## config.mk

```make
export PLATFORM = sky130hd
export DESIGN_NAME = uart_tx_frame_flat
export DESIGN_NICKNAME = d
export VERILOG_FILES = /design/src/rtl/uart_tx_frame_if.sv /design/src/rtl/uart_tx_frame.sv /design/src/flat_wrapper.sv
export SDC_FILE = /design/constraint.sdc
export NUM_CORES = 1
export LEC_CHECK = 0
export ABC_CLOCK_PERIOD_IN_PS = 2700
export BUFFER_PORTS_ARGS = -buffer_cell sky130_fd_sc_hd__buf_4
export CAP_MARGIN = 10
export CORE_ASPECT_RATIO = 0.9
export CORE_MARGIN = 10
export CORE_UTILIZATION = 56
export CTS_CLUSTER_SIZE = 25
export DETAILED_ROUTE_END_ITERATION = 8
export PLACE_DENSITY = 0.78
export SLEW_MARGIN = 25
export SYNTH_ARGS = -nofsm -noshare
export SYNTH_HDL_FRONTEND = slang
export SYNTH_SLANG_ARGS = --single-unit
```

## constraint.sdc

```tcl
create_clock -name clk -period 2.7 [get_ports clk]
set_input_delay 0 -clock clk [delete_from_list [all_inputs] [get_ports clk]]
set_output_delay 0 -clock clk [all_outputs]
set_load 0.005 [all_outputs]
```

## src/rtl/uart_tx_frame_if.sv

```systemverilog
// uart_tx_frame_if: byte handshake plus per-frame configuration for uart_tx_frame.
// The master drives a byte and its frame options; the slave answers with tx_ready.
interface uart_tx_frame_if;
  logic [7:0] tx_data;
  logic       tx_valid;
  logic       tx_ready;
  logic       d_num;
  logic [1:0] par;
  logic       s_num;

  modport master (
    output tx_data,
    output tx_valid,
    output d_num,
    output par,
    output s_num,
    input  tx_ready
  );

  modport slave (
    input  tx_data,
    input  tx_valid,
    input  d_num,
    input  par,
    input  s_num,
    output tx_ready
  );
endinterface

```

## src/rtl/uart_tx_frame.sv

```systemverilog
// uart_tx_frame: UART transmitter, LSB first, 7/8 data bits, none/even/odd
// parity, 1/2 stop bits. Every bit lasts OVERSAMPLE baud_tick pulses.
// Optional build macro UART_TX_FIFO_EN adds a 4-entry input FIFO (data + config),
// so bytes can be accepted while a frame is in flight.
module uart_tx_frame #(
  parameter int OVERSAMPLE = 16
) (
  input  logic            clk,
  input  logic            reset,
  input  logic            baud_tick,
  uart_tx_frame_if.slave  tx_if,
  output logic            tx,
  output logic            busy,
  output logic            tx_done
);

  localparam int TW = (OVERSAMPLE > 2) ? $clog2(OVERSAMPLE) : 1;
  localparam logic [TW-1:0] TICK_LAST = TW'(OVERSAMPLE - 1);

  typedef enum logic [2:0] {
    S_IDLE   = 3'd0,
    S_START  = 3'd1,
    S_DATA   = 3'd2,
    S_PARITY = 3'd3,
    S_STOP   = 3'd4
  } state_e;

  // Parity of the active data bits; odd mode inverts the even result.
  function automatic logic calc_parity(input logic [7:0] d, input logic dn, input logic [1:0] p);
    logic [7:0] mask;
    mask = dn ? 8'hFF : 8'h7F;
    return (^(d & mask)) ^ (p == 2'b10);
  endfunction

  state_e        state_q, state_d;
  logic [TW-1:0] tick_q, tick_d;
  logic [2:0]    bit_q, bit_d;
  logic          stop_q, stop_d;
  logic [7:0]    data_q, data_d;
  logic          dnum_q, dnum_d;
  logic [1:0]    par_q, par_d;
  logic          snum_q, snum_d;
  logic          tx_q, tx_d;
  logic          busy_q, busy_d;
  logic          done_q, done_d;
  logic          ready_q, ready_d;

  logic          load_s;        // a frame (data + config) is taken this cycle
  logic [11:0]   load_word_s;   // {s_num, par, d_num, data}
  logic          bit_end_s;
  logic [2:0]    n_last_s;
  logic          par_en_s;

  assign tx             = tx_q;
  assign busy           = busy_q;
  assign tx_done        = done_q;
  assign tx_if.tx_ready = ready_q;

`ifdef UART_TX_FIFO_EN
  logic [11:0] fifo_mem_q [0:3];
  logic [1:0]  wr_q, rd_q;
  logic [2:0]  cnt_q, cnt_d;
  logic        push_s;

  assign push_s      = tx_if.tx_valid && ready_q;
  assign load_s      = (state_q == S_IDLE) && (cnt_q != 3'd0);
  assign load_word_s = fifo_mem_q[rd_q];

  // FIFO occupancy after this cycle's push/pop; ready reflects free space.
  always_comb begin
    cnt_d = cnt_q;
    case ({push_s, load_s})
      2'b10:   cnt_d = cnt_q + 3'd1;
      2'b01:   cnt_d = cnt_q - 3'd1;
      default: cnt_d = cnt_q;
    endcase
    ready_d = (cnt_d != 3'd4);
  end

  // FIFO storage and pointers; reset empties the queue.
  always_ff @(posedge clk) begin
    if (reset) begin
      wr_q  <= 2'd0;
      rd_q  <= 2'd0;
      cnt_q <= 3'd0;
      for (int i = 0; i < 4; i++) begin
        fifo_mem_q[i] <= 12'd0;
      end
    end else begin
      cnt_q <= cnt_d;
      if (push_s) begin
        fifo_mem_q[wr_q] <= {tx_if.s_num, tx_if.par, tx_if.d_num, tx_if.tx_data};
        wr_q             <= wr_q + 2'd1;
      end
      if (load_s) begin
        rd_q <= rd_q + 2'd1;
      end
    end
  end
`else
  assign load_s      = tx_if.tx_valid && ready_q;
  assign load_word_s = {tx_if.s_num, tx_if.par, tx_if.d_num, tx_if.tx_data};

  // Without a FIFO the block only accepts a byte while idle.
  always_comb begin
    ready_d = (state_d == S_IDLE);
  end
`endif

  assign bit_end_s = baud_tick && (tick_q == TICK_LAST);
  assign n_last_s  = dnum_q ? 3'd7 : 3'd6;
  assign par_en_s  = (par_q == 2'b01) || (par_q == 2'b10);

  // Next-state logic: bit timing, bit/stop counters and frame sequencing.
  always_comb begin
    state_d = state_q;
    tick_d  = tick_q;
    bit_d   = bit_q;
    stop_d  = stop_q;
    data_d  = data_q;
    dnum_d  = dnum_q;
    par_d   = par_q;
    snum_d  = snum_q;
    done_d  = 1'b0;

    // The tick counter only runs inside a frame, so a tick in the
    // acceptance cycle never counts toward the start bit.
    if (state_q != S_IDLE && baud_tick) begin
      tick_d = bit_end_s ? TW'(0) : tick_q + TW'(1);
    end else begin
      tick_d = tick_q;
    end

    case (state_q)
      S_IDLE: begin
        tick_d = TW'(0);
        bit_d  = 3'd0;
        stop_d = 1'b0;
        if (load_s) begin
          data_d  = load_word_s[7:0];
          dnum_d  = load_word_s[8];
          par_d   = load_word_s[10:9];
          snum_d  = load_word_s[11];
          state_d = S_START;
        end else begin
          state_d = S_IDLE;
        end
      end
      S_START: begin
        if (bit_end_s) begin
          state_d = S_DATA;
          bit_d   = 3'd0;
        end else begin
          state_d = S_START;
        end
      end
      S_DATA: begin
        if (bit_end_s) begin
          if (bit_q == n_last_s) begin
            bit_d   = 3'd0;
            stop_d  = 1'b0;
            state_d = par_en_s ? S_PARITY : S_STOP;
          end else begin
            bit_d = bit_q + 3'd1;
          end
        end else begin
          state_d = S_DATA;
        end
      end
      S_PARITY: begin
        if (bit_end_s) begin
          stop_d  = 1'b0;
          state_d = S_STOP;
        end else begin
          state_d = S_PARITY;
        end
      end
      S_STOP: begin
        if (bit_end_s) begin
          if (stop_q == snum_q) begin
            state_d = S_IDLE;
            done_d  = 1'b1;
          end else begin
            stop_d = 1'b1;
          end
        end else begin
          state_d = S_STOP;
        end
      end
      default: begin
        state_d = S_IDLE;
      end
    endcase
  end

  // Line and status values for the upcoming cycle, derived from the next state.
  always_comb begin
    case (state_d)
      S_IDLE:   tx_d = 1'b1;
      S_START:  tx_d = 1'b0;
      S_DATA:   tx_d = data_d[bit_d];
      S_PARITY: tx_d = calc_parity(data_d, dnum_d, par_d);
      S_STOP:   tx_d = 1'b1;
      default:  tx_d = 1'b1;
    endcase
    busy_d = (state_d != S_IDLE);
  end

  // State and output registers; reset aborts any frame in flight.
  always_ff @(posedge clk) begin
    if (reset) begin
      state_q <= S_IDLE;
      tick_q  <= TW'(0);
      bit_q   <= 3'd0;
      stop_q  <= 1'b0;
      data_q  <= 8'd0;
      dnum_q  <= 1'b0;
      par_q   <= 2'b00;
      snum_q  <= 1'b0;
      tx_q    <= 1'b1;
      busy_q  <= 1'b0;
      done_q  <= 1'b0;
      ready_q <= 1'b1;
    end else begin
      state_q <= state_d;
      tick_q  <= tick_d;
      bit_q   <= bit_d;
      stop_q  <= stop_d;
      data_q  <= data_d;
      dnum_q  <= dnum_d;
      par_q   <= par_d;
      snum_q  <= snum_d;
      tx_q    <= tx_d;
      busy_q  <= busy_d;
      done_q  <= done_d;
      ready_q <= ready_d;
    end
  end

endmodule
```

## src/flat_wrapper.sv

```systemverilog
// flat-port wrapper written by rule: the top's interface ports become plain ports
module uart_tx_frame_flat 
#(
  parameter int OVERSAMPLE = 16
)
  (clk, reset, baud_tick, tx, busy, tx_done, tx_if_tx_data, tx_if_tx_valid, tx_if_d_num, tx_if_par, tx_if_s_num, tx_if_tx_ready);
  uart_tx_frame_if tx_if_i ();
  input  logic clk;
  input  logic reset;
  input  logic baud_tick;
  output logic tx;
  output logic busy;
  output logic tx_done;
  input wire logic [$bits(tx_if_i.tx_data)-1:0] tx_if_tx_data;
  input wire logic [$bits(tx_if_i.tx_valid)-1:0] tx_if_tx_valid;
  input wire logic [$bits(tx_if_i.d_num)-1:0] tx_if_d_num;
  input wire logic [$bits(tx_if_i.par)-1:0] tx_if_par;
  input wire logic [$bits(tx_if_i.s_num)-1:0] tx_if_s_num;
  output wire logic [$bits(tx_if_i.tx_ready)-1:0] tx_if_tx_ready;
  assign tx_if_i.tx_data = tx_if_tx_data;
  assign tx_if_i.tx_valid = tx_if_tx_valid;
  assign tx_if_i.d_num = tx_if_d_num;
  assign tx_if_i.par = tx_if_par;
  assign tx_if_i.s_num = tx_if_s_num;
  assign tx_if_tx_ready = tx_if_i.tx_ready;
  uart_tx_frame #(.OVERSAMPLE(OVERSAMPLE)) u_core (.clk(clk), .reset(reset), .baud_tick(baud_tick), .tx_if(tx_if_i), .tx(tx), .busy(busy), .tx_done(tx_done));
endmodule
```

# After elaboration in Yosys (flattened, before gate mapping)
# Index checks and enable logic that the tools add are counted.
[op_classes]
order_cmp = 1
n_reduce_logical = 14
add_sub_neg = 2
n_eq_ne = 18
n_mux = 32
bitwise = 4
[ops]
columns = ["op", "count"]
rows = [
  ["3-bit 2-to-1 mux", 9],
  ["8-bit 2-to-1 mux", 3],
  ["3-bit one-hot mux with 5 select lines", 1],
  ["3-bit by 2-bit == test with 1-bit output, second input constant", 4],
  ["1-bit 2-to-1 mux", 11],
  ["3-bit one-hot mux with 3 select lines", 1],
  ["8-bit bitwise AND", 1],
  ["2-bit by 1-bit inequality test with 1-bit output, second input constant", 4],
  ["8-bit XOR reduction", 1],
  ["3-bit by 1-bit == test with 1-bit output, second input constant", 2],
  ["3-bit logical NOT", 2],
  ["2-bit 2-to-1 mux", 3],
  ["6-bit AND reduction", 1],
  ["3-bit nonzero test", 2],
  ["4-bit by 1-bit adder with 4-bit output, second input constant", 1],
  ["2-bit == test, second input constant", 2],
  ["4-bit == test, second input constant", 1],
  ["3-bit by 4-bit < comparator with 1-bit output, second input constant", 1],
  ["4-bit 2-to-1 mux", 1],
  ["1-bit one-hot mux with 4 select lines", 1],
  ["4-bit nonzero test", 1],
  ["3-bit by 1-bit adder with 3-bit output, second input constant", 1],
  ["1-bit binary-select mux with 3-bit select", 1],
  ["3-bit == test", 1],
  ["12 further kinds", 15],
]
[totals]
register_bits = 27
wordCells = 83
out_inout_bits = 4

# Depth between registers and ports, before layout
[depth]
ltp_word = 8
ltp_mapped = 8

# Least setup slack after synthesis
# Ideal clock, no wire load.
[synth_path]
kind = "flip-flop to flip-flop"
start = "register u_core.tick_q[0]"
end = "register u_core.tx_q (netlist: u_core.tx)"
setup_ps = 131
path_stages_with_launch = 8
n_path_buf = 0
required_ps = 2569
slack_ps = 770
arrival_ps = 1799
path_cell_list = "dfxtp_1 -> ha_1 -> nand4_4 -> a211o_1 -> o22a_2 -> mux2_4 -> o211ai_2 -> a32oi_1"
[synth_between]
elab_chain_cells = 7
elab_cells_between_ends = 16
classes_between = "4 x eq/ne; 11 x mux; 1 x reduce/logical"
[synth_rtl]
columns = ["item", "line_no", "source"]
rows = [
  ["start, declared", "uart_tx_frame.sv:36", "logic [TW-1:0] tick_q, tick_d;"],
  ["start signal, assigned", "uart_tx_frame.sv:226", "tick_q <= tick_d;"],
  ["4-bit == test (*)", "uart_tx_frame.sv:110", "assign bit_end_s = baud_tick && (tick_q == TICK_LAST);"],
  ["1-bit logical AND (*)", "uart_tx_frame.sv:110", ""],
  ["3-bit 2-to-1 mux (on tied branches)", "uart_tx_frame.sv:158, uart_tx_frame.sv:150", ""],
  ["3-bit one-hot mux with 3 select lines", "uart_tx_frame.sv:134", "case (state_q)"],
  ["1-bit binary-select mux with 3-bit select", "uart_tx_frame.sv:201", "S_DATA: tx_d = data_d[bit_d];"],
  ["1-bit 2-to-1 mux (implied by the code)", "uart_tx_frame.sv:201", ""],
  ["1-bit one-hot mux with 3 select lines (*)", "uart_tx_frame.sv:198", "case (state_d)"],
  ["end signal, assigned", "uart_tx_frame.sv:233", "tx_q <= tx_d;"],
  ["end, declared", "uart_tx_frame.sv:43", "logic tx_q, tx_d;"],
]
# Every way passes the cells marked *; elsewhere a longest branch is shown, timed or not. The select of a mux whose other input is x is not followed.
# A chain may end at the register's enable or synchronous reset.

# Worst setup path in the final report
[layout_path]
start = "register u_core.state_q[0]"
end = "register u_core.snum_q"
[layout_between]
elab_chain_cells = 2
[layout_rtl]
columns = ["item", "line_no", "source"]
rows = [
  ["start, declared", "uart_tx_frame.sv:35", "state_e state_q, state_d;"],
  ["start signal, assigned", "uart_tx_frame.sv:225", "state_q <= state_d;"],
  ["3-bit logical NOT", "uart_tx_frame.sv:134", ""],
  ["2-bit AND reduction (no line)", "-", ""],
  ["end signal, assigned", "uart_tx_frame.sv:232", "snum_q <= snum_d;"],
  ["end, declared", "uart_tx_frame.sv:42", "logic snum_q, snum_d;"],
]
# No other way between the ends.

==> metrics <==
status=complete, no violations; CTS Buf Count=3; initial antenna violation count=0; IO Count=20; largest net degree at the start of global routing=23; Final Max Tran Viols=0; TritonCTS clock tree=yes; R2R cell count=5; Iter 0 DRT Violations=84; reg-to-reg endpoint=u_core.snum_q; Slew @ Worst Pin=0.564 ns; Netlist cell types=50; Synth Net Count=198; Reg area=541 µm²; clock group share of total power=0.221; RSZ-0062 raised after global routing=false; Fin. Hold Viols=0; most common cell after layout, fill and taps aside=nand2_1; post-route setup TNS=0 ns; Min-Delay Startpoint=tx_if_tx_valid; Comb power frac=0.232; Routed wire per std cell=13.9 µm; Seq pwr share=0.548; total gr overflow=0; VDD IR max=376 µV; DP Wirelength=2.46 mm; Reg2Reg Setup Slack=0.44 ns; die width=75.2 µm; fillers=189; Post-Syn Area=0.00154 mm²; root buffer cell=clkbuf_4; Clk pin slew, worst setup/hold paths=0.14 ns; Pwr Total=800 µW; Max Cap Violations=0; final period utilization=0.836; top_reg_cell synth=dfxtp_1; Ys Warns=0; Slew headroom=0.624; power density over the cells=431 mW/mm²; CTS H-Tree Depth=1; drt drc=0; area share of the largest cell type after synthesis=0.352; layout cells sized above 1=0.157; routed vias/inst=5.69; CP arrival=2.54 ns; via count=1,354; WHS Path Cells=5; Clock Skew=0.00429 ns; net switching power figure=218 µW; Antenna Violating Nets Remaining=0; Max Fanout on Critical Path=16; Yosys top cell by area=dfxtp_1; achievable frequency=443 MHz; worst setup path startpoint=u_core.state_q[0]; vias in the first global route=1,417; reg2reg start=u_core.state_q[0]; Mapped Cells=180; Multi-input gate area=938 µm²; final setup fails=0; asr flop ratio synth=0; Critical Path RT=2.98 ns; gr usage total=0.136; Core Region=0.00253 mm²; final wirelength=3.31 mm; clk_lat worst skew=0.32 ns; PortBufs=19; Mean Syn Cell Area=8.54 µm²; Crit Path Class=flop to flop; area delta synth->final=20.8%; FP Rows=17; synthesis-stage register bit count=27; sequential share of the synthesized area=0.352; Die H=69.7 µm; GPL Wtd Cong=0.842; die area=0.00524 mm²; Worst Hold Path EP=u_core.par_q[0]; Starting Density=0.607; Clock Tree Buf Depth=2; first-pass iteration count of the detailed router=4; Pint=582 µW; Startpoint Class=flop; Leak Pwr=0.000684 µW; Crit. End Element=flop; sw frac=0.272; top post-synthesis cells by area=dfxtp_1, nand2_1, xnor2_1; Final #Nets=229; post-route minimum period=2.26 ns; most frequent cells in the layout=nand2_1, dfxtp_1, buf_4; type of the tightest min-delay check=input port to flop; number of synthesized flops with an enable pin=0; Clock Sinks=27; Ant. Diodes=0; CTS resizes=0; first-pass GRT wire length=5.89 mm
==> registers in the layout, indices dropped and copies added, names as in the netlist <==
register               count
u_core.busy                1
u_core.tick_q              4
u_core.tx_done             1
u_core.tx                  1
u_core.state_q             3
u_core.dnum_q              1
u_core.snum_q              1
u_core.tx_if.tx_ready      1
u_core.par_q               2
u_core.stop_q              1
u_core.bit_q               3
u_core.data_q              8
==> layout make-up <==
type	instances	area share
flip-flops and latches	27	0.291
repair buffers	35	0.162
clock buffers	4	0.0142
inverters	4	0.00809
well taps	28	0.0189
multi-input cells	140	0.506
==> metrics by stage <==
stage	hold WS, ns	setup WS [ns]	instances	area (µm²)	util
5_1_grt	0.180	0.240	238	1860	0.733
6_report	0.176	0.441	238	1860	0.733
3_3_place_gp	0.246	0.622	219	1680	0.663
4_1_cts	0.00349	0.438	237	1850	0.729
2_1_floorplan	0.0919	0.770	180	1540	-
3_5_place_dp	0.261	0.515	219	1680	0.663
==> power by group through the flow <==
| stage | Sequential (µW) | Clock (µW) | Combinational, µW |
|---|---|---|---|
| floorplan | 440 | 0 | 122 |
| global placement | 446 | 0 | 163 |
| global route | 442 | 199 | 205 |
| CTS | 438 | 177 | 185 |
| finish | 438 | 176 | 185 |
| detailed placement | 447 | 0 | 168 |
==> worst max-delay path: stages (launching register included) <==
cell and delay, ns:
dfxtp_1 0.48, nor3_1 0.38, and3_1 0.58, nand2_1 0.10, a21oi_1 0.13, dlygate4sd3_1 0.55
==> Yosys cell counts (3+ instances only) <==
| cell | count |
|---|---|
| inv_1 | 4 |
| a21oi_1 | 17 |
| nor3_1 | 4 |
| a31oi_1 | 3 |
| dfxtp_1 | 27 |
| nor2_1 | 11 |
| xnor2_1 | 13 |
| clkbuf_1 | 7 |
| a211oi_1 | 3 |
| nand2b_1 | 3 |
| mux2i_1 | 4 |
| nand2_1 | 37 |
==> layer usage <==
layer  routed length [µm]  GRT usage  share of wire  vias up
li1                     -          -              -      691
met1                 1400      0.132           0.42      634
met2                 1730      0.248           0.52       25
met3                  138     0.0528          0.042        4
met4                   40     0.0450          0.012        0
met5                    0          0              0        -
==> cell families (layout without fill, tap and decap cells) <==
family,count (synthesis),after routing,synth area share
mux,6,6,0.0432
fa+ha+maj,2,2,0.0163
buf+inv,13,43,0.0375
xor+xnor,18,18,0.125
compound gates,44,44,0.208
simple gates,70,70,0.217
flops,27,27,0.352
==> what timing repair did <==
action / CTS / global route
buffers inserted: 0 / 0
hold endpoints to repair: 14 / 1
hold buffers: 14 / 1
==> how the worst max path moves through the flow <==
stage,to,slack (ns)
floorplan,u_core.tx,0.77
global placement,u_core.tx,0.62
detailed placement,u_core.tx,0.52
CTS,u_core.snum_q,0.44
global route,u_core.snum_q,0.24
finish,u_core.snum_q,0.44
(Power assumes the default switching activity.)
